## src/rtl/pipe_hazard_ctrl.sv

```systemverilog
// pipe_hazard_ctrl: ID-stage issue/stall control with register scoreboard and halt drain
module pipe_hazard_ctrl #(
  parameter int NREG = 32,
  parameter int PIPE_DEPTH = 3,
  parameter int CNT_W = 2
) (
  input  logic             clk,
  input  logic             rst,
  input  logic             id_valid,
  input  logic [31:0]      id_ir,
  input  logic             id_wr,
  input  logic             id_rd_use,
  input  logic             wb_valid,
  input  logic             wb_we,
  input  logic [4:0]       wb_rd,
  output logic             pc_en,
  output logic             id_stall,
  output logic             ex_bubble,
  output logic             issue,
  output logic             halted,
  output logic [CNT_W-1:0] inflight,
  output logic [NREG-1:0]  busy
);
  typedef enum logic [1:0] {RUN, DRAIN, HALTED} state_t;
  state_t state, state_nxt;
  logic [5:0] op;
  logic [4:0] rd, rs1, rs2;
  logic [NREG-1:0] wb_clr, id_set, eff_busy, busy_nxt;
  logic [CNT_W-1:0] inflight_nxt;
  logic hazard, is_hlt, run, inc, dec, unused_ir;
  assign op = id_ir[31:26];
  assign rd = id_ir[25:21];
  assign rs1 = id_ir[20:16];
  assign rs2 = id_ir[15:11];
  assign unused_ir = ^id_ir[10:0];
  // Write-through view: a same-cycle writeback already resolves its hazard
  always_comb begin
    wb_clr = (wb_valid & wb_we) ? (NREG'(1) << wb_rd) : '0;
    eff_busy = busy & ~wb_clr;
    is_hlt = id_valid & (op == 6'b111111);
    hazard = eff_busy[rs1] | eff_busy[rs2] | ((id_rd_use | id_wr) & eff_busy[rd]) |
             ((inflight == CNT_W'(PIPE_DEPTH)) & ~wb_valid);
    run = (state == RUN);
    issue = run & id_valid & ~hazard;
    id_stall = run ? (id_valid & hazard) : 1'b1;
    pc_en = ~id_stall;
    ex_bubble = ~issue | is_hlt;
    halted = (state == HALTED);
  end
  // Next scoreboard, in-flight count and sequencing state
  always_comb begin
    inc = issue & ~is_hlt;
    dec = wb_valid & (inflight != '0);
    inflight_nxt = inflight + CNT_W'(inc) - CNT_W'(dec);
    id_set = (inc & id_wr & (rd != 5'd0)) ? (NREG'(1) << rd) : '0;
    busy_nxt = (eff_busy | id_set) & ~NREG'(1);
    state_nxt = (state == RUN) ? ((issue & is_hlt) ? DRAIN : RUN) :
                (state == DRAIN) ? ((inflight_nxt == '0) ? HALTED : DRAIN) : HALTED;
  end
  // Register update; retirement is honoured in every state
  always_ff @(posedge clk) begin
    if (rst) begin
      state <= RUN;
      busy <= '0;
      inflight <= '0;
    end else begin
      state <= state_nxt;
      busy <= busy_nxt;
      inflight <= inflight_nxt;
    end
  end
endmodule

```

## config.mk

```make
export PLATFORM = sky130hd
export DESIGN_NAME = pipe_hazard_ctrl
export DESIGN_NICKNAME = d
export VERILOG_FILES = /design/src/rtl/pipe_hazard_ctrl.sv
export SDC_FILE = /design/constraint.sdc
export NUM_CORES = 1
export LEC_CHECK = 0
export ABC_AREA = 1
export BUFFER_PORTS_ARGS = -buffer_cell sky130_fd_sc_hd__buf_4
export CORE_UTILIZATION = 50
export DETAILED_ROUTE_END_ITERATION = 16
export PLACE_DENSITY = 0.74
export SLEW_MARGIN = 20
export SYNTH_ARGS = -nofsm -noshare
export SYNTH_HDL_FRONTEND = slang
export SYNTH_SLANG_ARGS = --single-unit
```

## constraint.sdc

```tcl
create_clock -name clk -period 5.04 [get_ports clk]
set_input_delay 1.26 -clock clk [delete_from_list [all_inputs] [get_ports clk]]
set_output_delay 1.26 -clock clk [all_outputs]
set_load 0.005 [all_outputs]
```

==> results.toml, run 1 <==
[grt]
grt_usage_pct = 34.6
grt_max_degree = 36
grt_pass1_vias = 3262
grt_overflow_total = 0
grt_pass1_wl_um = 16800
antenna_found_initial = 0

[synthesis]
synth-seq-cells = 35
syn_inst = 527
yosysSeqAreaShare_pct = 23.2
synth.area.top_cells = "dfxtp_1 (23%), nand2_1 (18%), nand3_1 (12%)"
synth_area_sq_um = 3030
synth_top_cell_area_share_pct = 23.2
syn_area_per_cell_sq_um = 5.74
synth_cell_type_count = 34
yosysTopAreaCell = "dfxtp_1"
synth_nets = 573
ys_warn_count = 0

[timing]
slew_headroom_pct = 41.4
final_max_slew_viol_count = 0
max_freq_mhz = 215
finalCriticalPeriod_ps = 4660
finalHoldViolCount = 0
rsz0062_at_grt = "no"
setup_viol = 0
layout_worst_path_cycle_share_pct = 92.4
fin_worst_skew_ps = 3.86
tightestPinTransition_ps = 879
setup_tns_ps = 0

[cts]
cts.sinks = 35
cts_hold_buf = 0
htreeDepth = 2
cts_setup_buffers = 0
cts_tree = "done"
cts_buffers = 5
root_buffer = "clkbuf_8"
ctsResizeCount = 0
clk_pin_slew_worst_paths_ps = 70
clock_path_buffers = 2
clk_latency_ps = 280

[setup_path]
crit_top_cell = "nand2_1"
crit_start = "wb_valid"
critical_path.top_delay_family = "simple AND/OR/NAND/NOR gates"
crit_path_end_kind = "output pin"
r2r_start = "busy[24]"
crit_chain = "buf_4 -> nand2_2 -> nor2_4 -> nand3_1 -> nand2_1 -> nor2_1 -> nor2_1 -> nand2_1 -> nand2_1 -> nand2_1 -> nand3_1 -> nand2_1 -> nor2_2 -> nand3_2 -> nor2_4 -> nand2_1 -> buf_4"
max_stage_delay_ps = 390
start_kind = "input port"
cp.arrival_ps = 3400
cp.required_ps = 3780
critPathKind = "input port to output pin"
crit_slowest_cell = "nor2_4"
cp_max_fo = 14
path_buf_inv = 2

[die]
ios = 83
die_h_um = 79.8
die_area_sq_um = 6370
die_width_um = 79.8
core_sq_um = 5680
rows = 27
start_util_pct = 53.3

[cells_and_area]
design_area_sq_um = 3600
final_common_cell = "nand2_1"
nNetsFinal = 622
diodes = 0
syn2layout_area_growth_pct = 19.0
nFillCells = 546
layout_common_cells = "nand2_1 (147), nor2_1 (76), nand3_1 (75), buf_4 (75), nand4_1 (39)"
drive_above_1_share_pct = 19.1
utilization_pct = 63.4

[status]
status = "completed"

[pwr]
power.leakage_nw = 1.62
clkPwrFrac_pct = 33.1
power.net_switching_mw = 0.243
p_int_mw = 0.512
pwr-share-comb_pct = 27.9
peakVddDrop_uv = 214
power_density_nw_per_um2 = 210
swShare_pct = 32.2
pwr-share-seq_pct = 39.0

[placement]
port_buffers = 70
place_area_sq_um = 3490
dp_hpwl_um = 8230
gp_routability_congestion = 1.02

[detailed_routing]
firstDrtPassIters = 6
drt_iter0_drc = 438
drc = 0
vias = 3874
routed_wl_um = 10900
routed_via_density = 5.97
final_antenna_net_count = 0
wl_per_cell_um = 16.7

[flow_run]
cap_violations = 0

[worst_hold_path]
worst_hold_startpoint = "state[0]"
min_path_type = "register to register"
[final cells by class]
class / instances / area [sq um] / share of cell area, %
clock buffers: 5 / 68.8 / 1.91
clock inverters: 3 / 43.8 / 1.22
inverters: 35 / 131 / 3.65
multi-input cells: 424 / 2000 / 55.6
flip-flops and latches: 35 / 701 / 19.5
well taps: 72 / 90.1 / 2.50
repair buffers: 75 / 563 / 15.6
[per-layer routing]
metal  share of wire (%)  track usage, %
met2                  45            53.9
met3                 9.1            3.31
met5                   0               0
met4                 3.0            13.6
met1                  43            48.6
[stage by stage]
stage | power (mW) | worst slack [ps] | hold slack (ps) | cells
floorplan | 0.442 | 956 | 489 | 527
CTS | 0.752 | 425 | 527 | 649
detailed placement | 0.507 | 427 | 513 | 641
finish | 0.755 | 381 | 528 | 649
global placement | 0.502 | 487 | 501 | 641
global route | 0.795 | 216 | 569 | 649
[power groups by stage]
stage	Clock, mW	Sequential [mW]	Combinational, mW
after floorplan	0	0.300	0.143
after global placement	0	0.300	0.203
after detailed placement	0	0.301	0.206
after CTS	0.251	0.294	0.207
after global routing	0.265	0.295	0.235
final	0.250	0.294	0.211
[kinds of logic (layout without fill, tap and decap cells)]
family | count (synthesis) | after routing | share of synthesized area (%)
and+or+nand+nor | 368 | 368 | 55.8
buffers and inverters | 68 | 118 | 10.7
AOI/OAI and AO/OA | 51 | 51 | 8.85
DFF | 35 | 35 | 23.2
adders and majority gates | 2 | 2 | 0.827
xor gates and xnor gates | 2 | 2 | 0.579
other | 1 | 1 | 0.124
[final timing paths]
path | depth (start not counted) | slack, ps | endpoint
worst min-delay path | 2 | 530 | state[0]
worst max-delay path | 17 | 380 | ex_bubble
worst min register to register | 2 | 530 | state[0]
worst max register to register | 18 | 2000 | state[1]
[cells in the mapped netlist (all sizes together)]
master,count
nand4,39
xor2,1
buf,22
o41ai,1
a21oi,39
nor3b,1
inv,31
clkbuf,11
ha,2
nand3,81
o21a,1
o21bai,1
nand3b,2
clkinv,4
or2,1
nor3,5
nand2,154
dfxtp,35
conb,1
nor2,84
nor4,1
o21ai,9
xnor2,1
[worst reg2reg max path: cells and delay by family (launching register included)]
kind,cells,cell delay (ps)
flip-flops,1,360
adder cells (fa/ha/maj),2,480
AND/OR/NAND/NOR,10,1050
XOR/XNOR,2,390
AO/OA/AOI/OAI,3,650
buffers and inverters,1,40
[sequential cells by signal, indices dropped and copies added (netlist names)]
register	cells
busy	31
state	2
inflight	2
No activity file was read; power rests on OpenSTA's default activity.
==> run 2, diff against run 1 <==
- ABC_AREA: 1 -> unset
- PLACE_DENSITY: 0.74 -> 0.76
==> run 2 against run 1 <==
Net effect: setup slack got worse by 310 ps; utilization increased by 11 points; synthesized cell count is 38% lower; sequential power about the same; count of clock-buffer cells in the layout unchanged; largest cell class unchanged; largest power group is now the clock network; highest routed layer unchanged.
==> results.toml, run 2 <==
[cts]
root_buffer = "clkbuf_8"
cts_setup_buffers = 0
htreeDepth = 2
clk_latency_ps = 300
cts.sinks = 35
cts_buffers = 5
cts_tree = "done"
cts_hold_buf = 0
clock_path_buffers = 2
clk_pin_slew_worst_paths_ps = 80

[cells_and_area]
diodes = 0
nFillCells = 389
largest_register_ffs = 31
layout_common_cells = "buf_4 (114), dfxtp_1 (35), nand3_1 (30)"
top_register = "busy"
layout.cells.non_filler = 490
nNetsFinal = 468
design_area_sq_um = 3600
multi_input_area_sq_um = 1800
seq_area_sq_um = 701
drive_above_1_share_pct = 33.8
syn2layout_area_growth_pct = 39.1
reg_top3 = "busy (31), inflight (2), state (2)"
final_common_cell = "buf_4"

[pwr]
pwr-share-comb_pct = 26.2
clkPwrFrac_pct = 38.0
power_density_nw_per_um2 = 229
power.net_switching_mw = 0.242
p_total_mw = 0.822
pwr-share-seq_pct = 35.8
peakVddDrop_uv = 154
swShare_pct = 29.4
power.leakage_nw = 1.38
p_int_mw = 0.580

[synthesis]
synth-seq-cells = 35
yosysSeqAreaShare_pct = 27.1
synth_edf_count = 0
synth_area_sq_um = 2580
synth.area.top_cells = "dfxtp_1 (27%), o22ai_1 (7.0%), nand3_1 (5.8%)"
ys_warn_count = 0
synth_cell_type_count = 57
synth_most_common_cell = "dfxtp_1"
synth_nets = 374
synth_top_cell_area_share_pct = 27.1
synth_flop_cell = "dfxtp_1"
syn_area_per_cell_sq_um = 7.88
synthArstFlopShare_pct = 0
syn_inst = 328
yosysTopAreaCell = "dfxtp_1"
synth_common_cells = "dfxtp_1 (35), nand3_1 (30), o22ai_1 (29)"

[worst_hold_path]
min_path_type = "register to register"

[placement]
place_area_sq_um = 3420
post-place-ws_ps = -49.3
dp_cells = 482
port_buffers = 70
gp_routability_congestion = 0.972
dp_hpwl_um = 7660

[setup_path]
start_kind = "input port"
cp.arrival_ps = 3700
cp.required_ps = 3780
max_stage_delay_ps = 450
crit_top_cell = "buf_4"
crit_path_end_kind = "output pin"
cp_max_fo = 8
critPathKind = "input port to output pin"
crit_chain = "buf_4 -> or3_1 -> o21a_2 -> mux4_2 -> nor2_1 -> nor3_1 -> nor3_2 -> nand3_2 -> or3_4 -> buf_4"
crit_slowest_cell = "or3_1"

[detailed_routing]
firstDrtPassIters = 5
vias = 3311
drt_iter0_drc = 330
routed_wl_um = 10400
final_antenna_net_count = 0
drc = 0
routed_via_density = 6.76
wl_per_cell_um = 21.1

[grt]
grt_overflow_total = 0
grt_max_degree = 33
antenna_found_initial = 0
grt_pass1_vias = 2998
grt_usage_pct = 39.3
grt_pass1_wl_um = 15700

[timing]
final_max_slew_viol_count = 0
finalHoldViolCount = 0
max_freq_mhz = 201
finalCriticalPeriod_ps = 4960
rsz0062_at_grt = "no"
layout_setup_ws_ps = 75.5
setup_viol = 0
fin_worst_skew_ps = 8.34
tightestPinTransition_ps = 932
layout_worst_path_cycle_share_pct = 98.5
slew_headroom_pct = 36.2

[die]
die_h_um = 73.9
die_area_sq_um = 5460
ios = 83
core_sq_um = 4850
die_width_um = 73.9
rows = 25
start_util_pct = 53.3

[status]
status = "completed"

[flow_run]
cap_violations = 0
[run 2: cells by family after synthesis]
| logic type | share of synthesized area [%] |
|---|---|
| simple gates | 25.9 |
| compound gates | 32.0 |
| other cells | 0.145 |
| buf+inv | 5.18 |
| xor+xnor | 0.678 |
| flops | 27.1 |
| mux | 7.99 |
| fa+ha+maj | 0.968 |
[run 2: worst max-delay path, delay by kind of cell]
kind | cells | cell delay (ps)
compound gates | 1 | 280
buf+inv | 2 | 290
mux | 1 | 450
simple gates | 6 | 1410
[run 2: power groups by stage]
stage	combinational, mW	sequential [mW]	clock, mW
after CTS	0.208	0.294	0.314
final	0.216	0.294	0.312
after global placement	0.202	0.299	0
after global routing	0.233	0.295	0.328
after floorplan	0.122	0.299	0
after detailed placement	0.206	0.300	0
[run 2: layout make-up]
type                    instances  area share, %
clock inverters                 3           1.88
inverters                       6          0.626
repair buffers                114           23.8
flip-flops and latches         35           19.5
multi-input cells             260           50.0
well taps                      67           2.33
clock buffers                   5           1.91
[run 2: layer usage]
layer / track usage (%) / wire length, um / share of wire, % / vias to the layer above
li1: - / - / - / 1475
met1: 53.6 / 4280 / 41 / 1554
met2: 62.1 / 4730 / 46 / 251
met3: 9.88 / 1170 / 11 / 31
met4: 9.62 / 168 / 1.6 / 0
met5: 0 / 0 / 0 / -
[run 2: through the flow]
step / TNS (ps) / hold WS (ps) / utilization [%]
floorplan: 0 / 544 / -
global placement: 0 / 544 / 70.5
detailed placement: -102 / 546 / 70.5
CTS: 0 / 566 / 73.4
global route: 0 / 583 / 74.2
finish: 0 / 568 / 74.2
[run 2: path summary, 6_finish.rpt]
check	slack (ps)	depth (start not counted)	start	end
setup reg to reg	1620	15	busy[15]	state[0]
setup / recovery	80	10	wb_rd[3]	ex_bubble
hold reg to reg	570	2	busy[3]	busy[3]
hold / removal	570	2	busy[3]	busy[3]
[run 2: what timing repair did]
action	in CTS	in global routing
gates resized for setup	1	8
endpoints found under the setup margin	1	4
gates cloned	0	0
pin swaps	0	0
